**src/rtl/common.sv**
```systemverilog
// Shared CBus / AXI type definitions used by the CBus arbiter and its neighbours.
//   axi_burst_type_t : AXI burst encoding (FIXED, INCR, WRAP)
//   axi_burst_size_t : AXI beat size encoding (bytes per beat = 2**size)
//   axi_burst_len_t  : AXI burst length (beats - 1)
//   cbus_req_t       : request from a CBus master (valid, write flag, size, addr,
//                      strobe, write data, len, burst)
//   cbus_resp_t      : response from a CBus slave (ready, last, read data)
package common;

   typedef enum logic [1:0] {
      AXI_BURST_FIXED = 2'b00,
      AXI_BURST_INCR  = 2'b01,
      AXI_BURST_WRAP  = 2'b10
   } axi_burst_type_t;

   typedef enum logic [2:0] {
      MSIZE1   = 3'b000,
      MSIZE2   = 3'b001,
      MSIZE4   = 3'b010,
      MSIZE8   = 3'b011,
      MSIZE16  = 3'b100,
      MSIZE32  = 3'b101,
      MSIZE64  = 3'b110,
      MSIZE128 = 3'b111
   } axi_burst_size_t;

   typedef logic [7:0] axi_burst_len_t;

   typedef struct packed {
      logic            valid;
      logic            is_write;
      axi_burst_size_t size;
      logic [63:0]     addr;
      logic [7:0]      strobe;
      logic [63:0]     data;
      axi_burst_len_t  len;
      axi_burst_type_t burst;
   } cbus_req_t;

   typedef struct packed {
      logic        ready;
      logic        last;
      logic [63:0] data;
   } cbus_resp_t;

endpackage

```
**src/rtl/cbus_arbiter.sv**
```systemverilog
// cbus_arbiter: shares one downstream CBus slave (the SRAM bridge) between
// NUM_REQ upstream masters (index 0 = instruction side, 1 = data side).
//
// Ports
//   clk     in   clock, all state changes on posedge
//   reset   in   synchronous, active-high reset
//   ireqs   in   cbus_req_t  [NUM_REQ] upstream requests
//   oresps  out  cbus_resp_t [NUM_REQ] upstream responses
//   oreq    out  cbus_req_t  request forwarded to the downstream slave
//   oresp   in   cbus_resp_t response from the downstream slave
//
// Operation: IDLE picks an owner (one arbitration cycle, nothing forwarded),
// BUSY connects the owner to the slave combinationally until its last beat
// completes or it withdraws its request. Bursts are passed through untouched.
//
// Build option: define CBUS_ARB_FIXED_PRIO_EN for fixed priority (lowest
// valid index wins, rr_ptr pinned to 0); default is round-robin.
module cbus_arbiter
   import common::*;
#(
   parameter int NUM_REQ = 2
) (
   input  logic       clk,
   input  logic       reset,
   input  cbus_req_t  ireqs  [NUM_REQ],
   output cbus_resp_t oresps [NUM_REQ],
   output cbus_req_t  oreq,
   input  cbus_resp_t oresp
);

   localparam int OW = $clog2(NUM_REQ);
   typedef logic [OW-1:0] idx_t;
   typedef enum logic {IDLE = 1'b0, BUSY = 1'b1} state_t;

   state_t      state_q, state_d;
   idx_t        owner_q, owner_d;
   idx_t        rr_ptr_q, rr_ptr_d;
   logic [31:0] busy_cycles_q, busy_cycles_d;   // simulation statistic only

   idx_t        grant_idx;
   logic        grant_vld;

   function automatic logic [31:0] sat_inc(input logic [31:0] v);
      return (v == '1) ? v : v + 32'd1;
   endfunction

   function automatic idx_t next_idx(input idx_t i);
      return (i == idx_t'(NUM_REQ - 1)) ? '0 : idx_t'(i + idx_t'(1));
   endfunction

   // Requester selection: first valid index starting from the search origin.
   always_comb begin
      int cand;
      cand      = 0;
      grant_idx = '0;
      grant_vld = 1'b0;
      for (int k = 0; k < NUM_REQ; k++) begin
`ifdef CBUS_ARB_FIXED_PRIO_EN
         cand = k;
`else
         cand = int'(rr_ptr_q) + k;
         if (cand >= NUM_REQ) cand = cand - NUM_REQ;
`endif
         if (!grant_vld && ireqs[idx_t'(cand)].valid) begin
            grant_vld = 1'b1;
            grant_idx = idx_t'(cand);
         end
      end
   end

   // Next-state logic.
   always_comb begin
      state_d       = state_q;
      owner_d       = owner_q;
      rr_ptr_d      = rr_ptr_q;
      busy_cycles_d = busy_cycles_q;
      case (state_q)
         IDLE: begin
            if (grant_vld) begin
               state_d = BUSY;
               owner_d = grant_idx;
            end
         end
         BUSY: begin
            busy_cycles_d = sat_inc(busy_cycles_q);
            if (!ireqs[owner_q].valid) begin
               // Owner withdrew mid-transfer: release without moving the pointer.
               state_d = IDLE;
            end else if (oresp.ready && oresp.last) begin
               // No same-cycle regrant; the next owner is chosen from IDLE.
               state_d = IDLE;
`ifdef CBUS_ARB_FIXED_PRIO_EN
               rr_ptr_d = '0;
`else
               rr_ptr_d = next_idx(owner_q);
`endif
            end
         end
         default: state_d = IDLE;
      endcase
   end

   // Bus routing; gated by reset so nothing leaks while reset is held.
   always_comb begin
      oreq = '0;
      for (int i = 0; i < NUM_REQ; i++) oresps[i] = '0;
      if (state_q == BUSY && !reset) begin
         oreq            = ireqs[owner_q];
         oresps[owner_q] = oresp;
      end
   end

   always_ff @(posedge clk) begin
      if (reset) begin
         state_q       <= IDLE;
         owner_q       <= '0;
         rr_ptr_q      <= '0;
         busy_cycles_q <= '0;
      end else begin
         state_q       <= state_d;
         owner_q       <= owner_d;
         rr_ptr_q      <= rr_ptr_d;
         busy_cycles_q <= busy_cycles_d;
      end
   end

endmodule

```
**config.mk**
```make
export PLATFORM = sky130hd
export DESIGN_NAME = cbus_arbiter
export DESIGN_NICKNAME = d
export VERILOG_FILES = /design/src/rtl/common.sv /design/src/rtl/cbus_arbiter.sv
export SDC_FILE = /design/constraint.sdc
export NUM_CORES = 1
export LEC_CHECK = 0
export BUFFER_PORTS_ARGS = -buffer_cell sky130_fd_sc_hd__buf_2
export CAP_MARGIN = 20
export CORE_AREA = 2 2 255 257
export CTS_BUF_LIST = sky130_fd_sc_hd__clkbuf_8
export DETAILED_ROUTE_END_ITERATION = 10
export DIE_AREA = 0 0 257 259
export GPL_ROUTABILITY_DRIVEN = 0
export PLACE_DENSITY = 0.3
export SLEW_MARGIN = 20
export SYNTH_ARGS = -nofsm -noshare
export SYNTH_HDL_FRONTEND = slang
export SYNTH_SLANG_ARGS = --single-unit
```
**constraint.sdc**
```tcl
create_clock -name clk -period 2 [get_ports clk]
set_input_delay 0.3 -clock clk [delete_from_list [all_inputs] [get_ports clk]]
set_output_delay 0.3 -clock clk [all_outputs]
set_load 0.03 [all_outputs]
```
Word-level counts from Yosys, hierarchy flattened
Cells that the tools add are included.

word-level totals
  output and inout bits = 283
  logic and storage cells = 50
  bits of input ports = 370
  flip-flop bits (word level) = 3

cells by class
  reductions and logical operators = 8
  muxes and demuxes = 24
  bitwise operators = 5
  magnitude comparators = 6
  $add $sub $neg = 4

operators by type and width
  operator                                                               count
  151-bit two-way mux                                                    10
  132-bit bitwise AND                                                    1
  132-bit two-way mux                                                    1
  66-bit demux with 1-bit select                                         1
  66-bit two-way mux                                                     1
  1-bit two-way mux                                                      10
  2-bit >= comparator, second input constant                             4
  1-bit NOT with 2-bit output                                            3
  1-bit logical AND                                                      4
  3-bit AND reduction                                                    1
  1-bit by 1-bit adder with 2-bit output, second input constant          1
  1-bit by 2-bit >= comparator with 1-bit output, second input constant  1
  1-bit logical NOT                                                      2
  2-bit by 1-bit < comparator with 1-bit output, second input constant   1
  1-bit one-hot mux with 2 select lines                                  1
  2-bit AND reduction                                                    1
  1-bit subtractor, second input constant                                2
  1-bit adder, second input constant                                     1
  1-bit NOT                                                              1

Longest topological paths before layout
  word-level depth = 12
  depth in mapped cells = 5
  mapped depth without buffers = 3

Worst setup path before layout
OpenSTA, ideal clock, no wires.

  path type = reg2out
  from = register state_q
  to = output port oreq[100] (netlist name)
  buffers on the path = 2
  path slack = 0.401 ns
  required time = 1.700 ns
  arrival time = 1.299 ns
  cell stages (with the launch flop) = 6
  cells stage by stage = dfxtp_1 nand2b_4 nor2_4 buf_2 buf_2 a22o_1

RTL lines
  element                   line                 text
  start: declaration        cbus_arbiter.sv:35   state_t state_q, state_d;
  start signal: assignment  cbus_arbiter.sv:120  state_q <= state_d;
  end: declaration          cbus_arbiter.sv:27   output cbus_req_t oreq,

==> flow_summary_export.csv <==
group,metric,value,unit
power,power,1.78,mW
clock_tree,clkSinkCount,3,
global_route,grt_pass1_wl,32200,um
clock_tree,clock_latency,210,ps
clock_tree,postCtsHoldBufs,0,
timing,drv_slew,0,
finish,final_cells,1863,
global_route,grt_use_total,6.41,%
route,drc,0,
setup_path,worstReg2RegStart,"state_q",
synth,yosysSeqAreaShare,2.34,%
power,p_leak,4.27,nW
timing,setup_violations,0,
route,drt_first_pass_iters,4,
die,rows,93,
power,irDropWorstVdd,0.173,mV
clock_tree,cts_root_buffer,"clkbuf_8",
worst_hold_path,worstHoldPathType,"input port to register",
synth,ys_seq_elements,3,
finish,final_util,11.5,%
setup_path,cp_top_family,"buffers and inverters",
global_route,grt_overflow,0,
worst_hold_path,worstHoldStart,"reset",
global_route,grt_max_degree,45,
global_route,antenna_found_initial,8,
synth,ys_warn_count,0,
setup_path,startpoint_type,"register",
clock_tree,cts_buffer_depth,2,
setup_path,crit_buf_inv,4,
setup_path,crit_path_cell_trace,"inv_2, nor2_4, buf_12, buf_16, a22o_1, buf_4",
die,die_h,259,um
setup_path,reg2reg_depth,4,
setup_path,r2r_slack,920,ps
route,avgViaCountPerCell,2.99,
finish,final_nets,1375,
die,die-area,66600,um2
setup_path,critical_path_peak_fanout,25,
synth,avgSynthCellArea,7.36,um2
place,portBuffers,652,
setup_path,worstReg2RegEnd,"rr_ptr_q",
route,initialDrtViolationCount,202,
synth,syn_inst,349,
setup_path,required,1700,ps
finish,areaGrowthSynthToFinish,186,%
place,dpl.cell_count,1847,
place,place_area,7040,um2
die,die_w,257,um
setup_path,crit_path_end_kind,"primary output",
timing,fin_worst_skew,0.557,ps
timing,fmax,509,MHz
worst_hold_path,whs_endpoint,"owner_q",
setup_path,slowest_delay,390,ps
synth,syn_area,2570,um2
die,start_util,4.02,%
worst_hold_path,hold_path_depth,2,
clock_tree,cts_buffers,3,
clock_tree,path_clk_slew,30,ps
finish,final_area,7350,um2
setup_path,cp.arrival,1660,ps
setup_path,slowest_stage,"dfxtp_2",
global_route,grt_pass1_vias,5347,
timing,finalCritPeriodShare,98.2,%
timing,period_minus_slack,1960,ps
finish,layout-drive-gt1-share,70.7,%
timing,slew_headroom,83.5,%
die,core_area,63900,um2
route,wl_per_cell,13.5,um
route,wl,25100,um
place,dp_hpwl,21200,um
setup_path,setup.worst_path.class,"register to primary output",
flow_run,maxCapViolCount,0,
route,antenna_left,0,
finish,layout_common_cells,"buf_2, a22o_1, and2_1, buf_4, buf_12",
timing,finalHoldViolCount,0,
route,vias,5576,
clock_tree,cts_tree,"built",
synth,syn_nets,719,
clock_tree,htree_levels,1,
run_status,run_status,"finished, final reports clean",
die,io_pins,653,
power,p_per_area,242,nW/um2
synth,synth_cell_types,18,
timing,worstMarginPinSlew,241,ps
finish,layout_commonest_cell,"buf_2",
==> how the worst max path moves through the flow <==
stage | startpoint | end | slack (ps) | cells past startpoint
floorplan | state_q | oreq[100] | 400 | 5
global placement | reset | oreq[105] | 20 | 7
detailed placement | reset | oreq[105] | 30 | 7
CTS | state_q | oreq[95] | -9 | 6
global route | owner_q | oreq[133] | -0.5 | 6
finish | owner_q | oreq[133] | 40 | 6
==> registers in the layout, indices dropped and copies added, names as in the netlist <==
register,count
state_q,1
rr_ptr_q,1
owner_q,1
==> synth_stat cells <==
cell,number,area [um2]
a21o_1,1,7.51
a21oi_1,3,15.0
a22o_1,150,1310
and2_1,132,826
buf_2,16,80.1
buf_4,16,120
clkbuf_1,14,52.6
dfxtp_1,3,60.1
inv_1,2,7.51
inv_2,1,3.75
mux2i_1,1,10.0
nand2b_4,1,13.8
nand3_1,1,5.00
nor2_1,1,3.75
nor2_4,2,22.5
o211ai_1,1,7.51
o21ai_0,3,15.0
or3_1,1,6.26
==> power breakdown <==
group          total, mW  switching (mW)  internal, mW  leakage [nW]
sequential        0.0702         0.00539        0.0648        0.0253
combinational       1.54           0.890         0.650          4.22
clock              0.168          0.0374         0.130        0.0269
total               1.78           0.932         0.845          4.27
==> cell type report <==
type                    count  area (um2)
well taps                 855        1070
flip-flops and latches      3        62.6
clock buffers               3        41.3
multi-input cells         297        2270
repair buffers            697        3870
clock inverters             1        3.75
inverters                   3        11.3
fillers                  7443       56500
diodes                      4        10.0
==> metal layers <==
metal / up-vias / GRT usage (%) / wire length [um]
li1: 2634 / - / -
met1: 2506 / 6.13 / 8460
met2: 396 / 13.1 / 13600
met3: 36 / 0.859 / 1850
met4: 4 / 3.33 / 1180
met5: - / 0 / 27
==> what timing repair did <==
| action | CTS | global route |
|---|---|---|
| pin swaps | 2 | 2 |
| endpoints found under the setup margin | 100 | 158 |
| cloned | 2 | 2 |
| gates resized for setup | 29 | 2 |
| buffers inserted | 2 | 2 |
==> logic make-up (layout without fill, tap and decap cells) <==
logic type	after synthesis	count (layout)	share of synthesized area (%)
AO/OA/AOI/OAI	158	158	52.9
AND/OR/NAND/NOR	138	138	34.1
buffers and inverters	49	704	10.3
flip-flops	3	3	2.34
multiplexers	1	1	0.389
other	0	4	0
==> per-stage QoR <==
step	setup slack [ps]	hold slack (ps)	TNS (ps)
6_report	35.1	306	0
5_1_grt	-0.506	321	-0.506
4_1_cts	-9.15	308	-11.2
3_5_place_dp	26.0	503	0
3_3_place_gp	23.9	503	0
2_1_floorplan	401	369	0
No activity file was read; power rests on OpenSTA's default activity.
